### src/rtl/clkdiv_cfg_pkg.sv
// Shared types and defaults for the clock-divider configuration sequencer.
package clkdiv_cfg_pkg;

    typedef enum logic [2:0] {
        StIdle,
        StGate,
        StLoad,
        StSettle,
        StDone
    } state_e;

    localparam int unsigned RST_RATIO_D   = 2;
    localparam int unsigned GATE_CYCLES_D = 4;

    // Settle length is one full output period; ratio 0 still needs one cycle.
    function automatic int unsigned eff_settle(input int unsigned ratio);
        return (ratio == 0) ? 1 : ratio;
    endfunction

endpackage

### src/rtl/clkdiv_rr_arb2.sv
// Two-way round-robin arbiter; the pointer flips to the other requester on every accepted grant.
module clkdiv_rr_arb2 (
    input  logic       clk_i,
    input  logic       rst_i,
    input  logic [1:0] valid_i,
    input  logic       accept_i,
    output logic [1:0] gnt_o
);

    logic ptr_q, ptr_d;

    always_comb begin
        gnt_o = valid_i;
        if (valid_i == 2'b11) begin
            gnt_o = ptr_q ? 2'b10 : 2'b01;
        end
    end

    always_comb begin
        ptr_d = ptr_q;
        if (accept_i && (valid_i != 2'b00)) begin
            ptr_d = gnt_o[0];
        end
    end

    always_ff @(posedge clk_i) begin
        if (rst_i) begin
            ptr_q <= 1'b0;
        end else begin
            ptr_q <= ptr_d;
        end
    end

endmodule

### src/rtl/clkdiv_cfg_ctrl.sv
// Gate/load/settle sequencer for the divider ratio and enable, serving two requesters.
// Optional reject of low ratios is compiled in with CLKDIV_CFG_RANGE_CHK_EN.
module clkdiv_cfg_ctrl
    import clkdiv_cfg_pkg::*;
#(
    parameter int unsigned          DIV_WIDTH   = 8,
    parameter logic [DIV_WIDTH-1:0] RST_RATIO   = DIV_WIDTH'(RST_RATIO_D),
    parameter int unsigned          GATE_CYCLES = GATE_CYCLES_D,
    parameter int unsigned          MIN_RATIO   = 2
) (
    input  logic                 i_ref_clk,
    input  logic                 i_rst,
    input  logic                 i_req0_valid,
    input  logic [DIV_WIDTH-1:0] i_req0_ratio,
    output logic                 o_req0_ack,
    input  logic                 i_req1_valid,
    input  logic [DIV_WIDTH-1:0] i_req1_ratio,
    output logic                 o_req1_ack,
    output logic [DIV_WIDTH-1:0] o_div_ratio,
    output logic                 o_clk_en,
    output logic                 o_busy,
    output logic                 o_err
);

    localparam int unsigned CNT_W = DIV_WIDTH + 1;

    state_e               state_q, state_d;
    logic [DIV_WIDTH-1:0] ratio_q, ratio_d;
    logic [DIV_WIDTH-1:0] cap_q, cap_d;
    logic                 en_q, en_d;
    logic [CNT_W-1:0]     cnt_q, cnt_d;
    logic                 gnt1_q, gnt1_d;

    logic [1:0]           gnt;
    logic                 arb_accept;
    logic [DIV_WIDTH-1:0] req_ratio;
    logic                 req_en_tgt;
    logic [CNT_W-1:0]     settle_last;

    assign arb_accept  = (state_q == StIdle) && (i_req0_valid || i_req1_valid);
    assign req_ratio   = gnt[1] ? i_req1_ratio : i_req0_ratio;
    assign req_en_tgt  = (req_ratio >= DIV_WIDTH'(2));
    assign settle_last = CNT_W'(eff_settle(32'(cap_q)) - 1);

    clkdiv_rr_arb2 u_arb (
        .clk_i    (i_ref_clk),
        .rst_i    (i_rst),
        .valid_i  ({i_req1_valid, i_req0_valid}),
        .accept_i (arb_accept),
        .gnt_o    (gnt)
    );

`ifdef CLKDIV_CFG_RANGE_CHK_EN
    logic err_q, err_d;
`endif

    always_comb begin
        state_d = state_q;
        ratio_d = ratio_q;
        cap_d   = cap_q;
        en_d    = en_q;
        cnt_d   = cnt_q;
        gnt1_d  = gnt1_q;
`ifdef CLKDIV_CFG_RANGE_CHK_EN
        err_d   = err_q;
`endif
        unique case (state_q)
            StIdle: begin
                if (arb_accept) begin
                    cap_d  = req_ratio;
                    gnt1_d = gnt[1];
                    cnt_d  = '0;
`ifdef CLKDIV_CFG_RANGE_CHK_EN
                    err_d  = 1'b0;
                    if (32'(req_ratio) < MIN_RATIO) begin
                        state_d = StDone;
                        err_d   = 1'b1;
                    end else
`endif
                    if ((req_ratio == ratio_q) && (en_q == req_en_tgt)) begin
                        state_d = StDone;
                    end else begin
                        state_d = StGate;
                        en_d    = 1'b0;
                    end
                end
            end
            StGate: begin
                cnt_d = cnt_q + 1'b1;
                if (cnt_q == CNT_W'(GATE_CYCLES - 1)) begin
                    state_d = StLoad;
                    cnt_d   = '0;
                end
            end
            StLoad: begin
                // Enable is registered here so it rises together with the new ratio.
                ratio_d = cap_q;
                en_d    = (cap_q >= DIV_WIDTH'(2));
                cnt_d   = '0;
                state_d = StSettle;
            end
            StSettle: begin
                cnt_d = cnt_q + 1'b1;
                if (cnt_q == settle_last) begin
                    state_d = StDone;
                end
            end
            StDone: begin
                state_d = StIdle;
            end
            default: begin
                state_d = StIdle;
            end
        endcase
    end

    always_ff @(posedge i_ref_clk) begin
        if (i_rst) begin
            state_q <= StIdle;
            ratio_q <= RST_RATIO;
            cap_q   <= RST_RATIO;
            en_q    <= 1'b0;
            cnt_q   <= '0;
            gnt1_q  <= 1'b0;
`ifdef CLKDIV_CFG_RANGE_CHK_EN
            err_q   <= 1'b0;
`endif
        end else begin
            state_q <= state_d;
            ratio_q <= ratio_d;
            cap_q   <= cap_d;
            en_q    <= en_d;
            cnt_q   <= cnt_d;
            gnt1_q  <= gnt1_d;
`ifdef CLKDIV_CFG_RANGE_CHK_EN
            err_q   <= err_d;
`endif
        end
    end

    assign o_div_ratio = ratio_q;
    assign o_clk_en    = en_q;
    assign o_busy      = (state_q != StIdle);
    assign o_req0_ack  = (state_q == StDone) && !gnt1_q;
    assign o_req1_ack  = (state_q == StDone) && gnt1_q;
`ifdef CLKDIV_CFG_RANGE_CHK_EN
    assign o_err       = (state_q == StDone) && err_q;
`else
    assign o_err       = 1'b0;
`endif

endmodule

### config.mk
export PLATFORM = sky130hd
export DESIGN_NAME = clkdiv_cfg_ctrl
export DESIGN_NICKNAME = d
export VERILOG_FILES = /design/src/rtl/clkdiv_cfg_pkg.sv /design/src/rtl/clkdiv_rr_arb2.sv /design/src/rtl/clkdiv_cfg_ctrl.sv
export SDC_FILE = /design/constraint.sdc
export NUM_CORES = 1
export LEC_CHECK = 0
export ABC_CLOCK_PERIOD_IN_PS = 3100
export CORE_MARGIN = 5
export CORE_UTILIZATION = 52
export DETAILED_ROUTE_END_ITERATION = 8
export PLACE_DENSITY = 0.79
export SLEW_MARGIN = 40
export SYNTH_ARGS = -nofsm -noshare
export SYNTH_HDL_FRONTEND = slang
export SYNTH_HIERARCHICAL = 1
export SYNTH_SLANG_ARGS = --single-unit
### constraint.sdc
create_clock -name i_ref_clk -period 3.1 [get_ports i_ref_clk]
set_input_delay 0.775 -clock i_ref_clk [delete_from_list [all_inputs] [get_ports i_ref_clk]]
set_output_delay 0.775 -clock i_ref_clk [all_outputs]
set_load 0.05 [all_outputs]
======== Word-level counts from Yosys, hierarchy flattened ========
Cells that the tools add are included.
storage, ports and cells
  register bits ........................... 31
  bits of input ports ..................... 20
  logic and storage cells ................. 56
operators by class
  $add $sub $neg .......................... 2
  $lt $le $gt $ge ......................... 2
  equality and inequality tests ........... 13
  multiplexer cells ....................... 15
  reductions and logical operators ........ 17
operator list
  operator               count
  $pmux W9 S4            1
  $mux W9                2
  $ge A8 B2 Y1 const B   2
  $mux W8                2
  $mux W3                4
  $pmux W3 S4            1
  $add A9 B1 Y9 const B  1
  $eq A9 B2 Y1 const B   1
  $eq A9 B9 Y1           1
  $sub A8 B1 Y9 const B  1
  $eq A8 B8 Y1           1
  $logic_not A8 Y1       1
  $eq A3 B2 Y1 const B   2
  $ne A2 B2 Y1 const B   3
  $reduce_and A3 Y1      2
  $logic_and A1 B1 Y1    5
  $mux W2                2
  $reduce_and A2 Y1      2
  $reduce_bool A2 Y1     2
  $reduce_bool A4 Y1     1
  $eq A3 B1 Y1 const B   1
  $eq A3 B3 Y1 const B   1
  $logic_not A3 Y1       1
  $reduce_bool A3 Y1     1
  other kinds (7)        8

======== Logic depth before layout (Yosys ltp) ========
  word-level depth ........................ 9
  gate-level depth with buffers ........... 11

======== By module ========
The synthesis kept the hierarchy.
modules (own cells, without submodules)
  module           instances  cells an instance  area each (um^2)  sequential area each (um^2)
  clkdiv_cfg_ctrl  1          203                1762.9            600.6
  clkdiv_rr_arb2   1          7                  65.1              20.0

======== Least setup slack after synthesis ========
Ideal clock, no wire load.
  path type ............................... register -> output
  from .................................... reg state_q[1]
  to ...................................... out o_req0_ack
  data arrival time ....................... 2.163 ns
  setup slack ............................. 0.162 ns
  cell stages (with the launch flop) ...... 3
  path through ............................ dfxtp_1 -> clkbuf_1 -> nor4b_1
between the ends
  word-level cells in the longest chain between the ends .. 2
ends and longest elaborated chain
  item                    line                    source
  start, declared         clkdiv_cfg_ctrl.sv:27   state_e state_q, state_d;
  start signal, assigned  clkdiv_cfg_ctrl.sv:119  state_q <= StIdle;
  start signal, assigned  clkdiv_cfg_ctrl.sv:129  state_q <= state_d;
  $eq A3 B3 Y1            clkdiv_cfg_ctrl.sv:144  assign o_req0_ack = (state_q == StDone) && !gnt1_q;
  $logic_and A1 B1 Y1     clkdiv_cfg_ctrl.sv:144
  end, declared           clkdiv_cfg_ctrl.sv:15   output logic o_req0_ack,
No other way between the ends.

======== Worst setup path after layout ========
  from .................................... reg cap_q[3]
  to ...................................... reg state_q[0]
between the ends
  word-level cells in the longest chain between the ends .. 6
ends and longest elaborated chain
  item                           line                    source
  start, declared                clkdiv_cfg_ctrl.sv:29   logic [DIV_WIDTH-1:0] cap_q, cap_d;
  start signal, assigned         clkdiv_cfg_ctrl.sv:131  cap_q <= cap_d;
  $logic_not A8 Y1               clkdiv_cfg_pkg.sv:17    return (ratio == 0) ? 1 : ratio;
  $mux W8 *                      clkdiv_cfg_pkg.sv:17
  $sub A8 B1 Y9 *                clkdiv_cfg_ctrl.sv:43   assign settle_last = CNT_W'(eff_settle(32'(cap_q)) - 1);
  $eq A9 B9 Y1 *                 clkdiv_cfg_ctrl.sv:104  if (cnt_q == settle_last) begin
  $ne A2 B2 Y1 (no line) *       --
  $reduce_and A3 Y1 (no line) *  --
Mark *: on every way between the ends. The rest lies on a longest branch, timed or not.
A chain may end at the register's enable or synchronous reset.

==> flow_summary.yaml <==
timing:
  layout_setup_ws_ns: 0.2055
  finalMaxSlewViolations: 0
  rsz0062_at_grt: "false"
  timing.hold.ws_ns: 0.5144
  min_period_over_period_pct: 93.37
  hold_viol_final: 0
  worstMarginPinSlew_ns: 0.6949
  slew_headroom_pct: 53.62
  setup_tns_ns: 0
  finClkSkew_ns: 0.01271
  fmaxAchievable_mhz: 345.5
  finalSetupViolCount: 0
  period_needed_ns: 2.895
setup_path:
  path_max_fanout: 6
  endpoint_kind: "flip-flop"
  r2r-start: "cap_q[3]"
  critical_path_required_ns: 3.35
  cpPeakStageDelay_ns: 0.51
  setup.worst_path.start: "cap_q[3]"
  path_depth: 10
  crit_family: "simple AND/OR/NAND/NOR gates"
  critical_path_class: "flip-flop to flip-flop"
  reg2reg_depth: 10
  crit_chain: "or4_4, nor4_2, nor2_1, ha_1, nor3b_1, a21o_1, a221oi_1, o2111a_2, nor3_1, a211o_1"
  reg2reg_slack_ns: 0.21
  path_buf_inv: 0
  critical_path_arrival_ns: 3.14
  crit_path_start_kind: "flip-flop"
  crit_slowest_cell: "or4_4"
global_routing:
  grt_usage_pct: 17.11
  antenna_found_initial: 0
  grt_pass1_vias: 1515
  grt-ovfl-total: 0
  grt_max_degree: 20
  grt_pass1_wl_um: 6803
finish:
  final_util_pct: 69.27
  fill_cells: 285
  drive_gt1_share_pct: 12.10
  nets: 269
  area_growth_pct: 27.97
  antennaDiodeCount: 0
  seqCellArea_um2: 620.6
  multi_input_area_mm2: 0.001135
flow_run:
  max_cap_violations: 0
die:
  rows: 21
  core-area_mm2: 0.003363
  initial_utilization_pct: 54.13
  io_pins: 33
  fp.dieH_um: 69.17
  die_area_mm2: 0.004784
  die_w_um: 69.17
clock_tree:
  numCtsBuffers: 5
  htreeDepth: 2
  cts.sinks: 31
  cts_root_buf: "clkbuf_4"
  clkTransAtPathRegs_ns: 0.11
  cts_max_path_buffers: 2
  cts_tree: "yes"
  post-cts-setup-buffers: 0
  insertion_delay_ns: 0.34
route:
  wire_per_inst_um: 13.65
  drcViolationCount: 0
  vias_per_cell: 5.503
  dr.pass1.iters: 5
  wirelength_um: 4012
  drt-initial-drc-count: 70
  detail-route-antenna-nets: 0
  vias: 1618
power_and_ir_drop:
  ir_worst_vdd_mv: 0.2582
  power_uw: 1128
  power.leakage_uw: 0.0008570
  powerDensity_mw_per_mm2: 484.0
place:
  detailedPlace.worstSlack_ns: -0.1189
  io_buffers: 31
  gp_congestion: 0.8360
  hpwl_um: 3100
min_path:
  hold_depth: 2
  hp-start: "o_clk_en"
  hold_class: "flip-flop to flip-flop"
yosys:
  avgSynthCellArea_um2: 8.711
  syn-instance-count: 209
  postSynthNetCount: 231
  syn_area_mm2: 0.001820
  yosysWarnings: 6
run_status:
  status: "finished clean"
[final timing paths]
kind,to
hold / removal,o_clk_en
hold reg to reg,o_clk_en
setup reg to reg,state_q[0]
setup / recovery,state_q[0]
[per-stage QoR]
step / cells / instance area, um2
CTS: 294 / 2323
global route: 294 / 2330
finish: 294 / 2330
detailed placement: 286 / 2222
global placement: 286 / 2222
floorplan: 209 / 1821
[repair_timing]
action,CTS,global route
endpoints found under the setup margin,0,2
hold buffers,0,0
gates resized for setup,0,1
[tightest hold or removal path: cells and delay by family, from the launching register on]
| family | cells | cell delay, ns |
|---|---|---|
| DFF | 1 | 0.35 |
| muxes | 1 | 0.06 |
| and+or+nand+nor | 1 | 0.07 |
[where the power goes]
group,internal [uW],leakage [uW],switching [uW]
clock network,252,0.0000525,147
logic,129,0.000552,140
registers,423,0.000253,37.2
[placed cells by master, fill, tap and decap left out, types with 3 or more instances in the layout]
cell / instances
clkbuf_4: 5
nor3_1: 3
nand4_1: 7
a21oi_1: 3
buf_4: 13
xnor2_1: 10
a211oi_1: 7
mux2i_1: 17
nor3b_1: 3
nor2_1: 32
o21ai_0: 4
clkdlybuf4s50_1: 31
nand3b_1: 3
xor2_1: 17
dfxtp_1: 31
nor4_1: 7
nand2_1: 8
[per-layer routing]
layer  global-route usage, %  routed length, um  up-vias  share of wire, %
met1                   21.97               1827      739                46
met2                   27.22               1885       46                47
met5                       0                  0        -                 0
met4                   7.158                 75        0               1.9
met3                   4.203                224        9               5.6
li1                        -                  -      824                 -
[area by class of cell]
cell class                 instances  area share [%]
multi-input combinational        163           48.71
sequential                        31           26.64
timing repair buffer              44           17.51
clock inverter                     2           2.578
tap                               46           2.470
clock buffer                       6           1.772
inverter                           2          0.3222
[sequential cells by signal, summed over array words and instances (netlist names)]
name / count
cnt_q: 9
u_arb/ptr_q: 1
o_div_ratio: 8
state_q: 3
cap_q: 8
o_clk_en: 1
gnt1_q: 1
(Power assumes the default switching activity.)
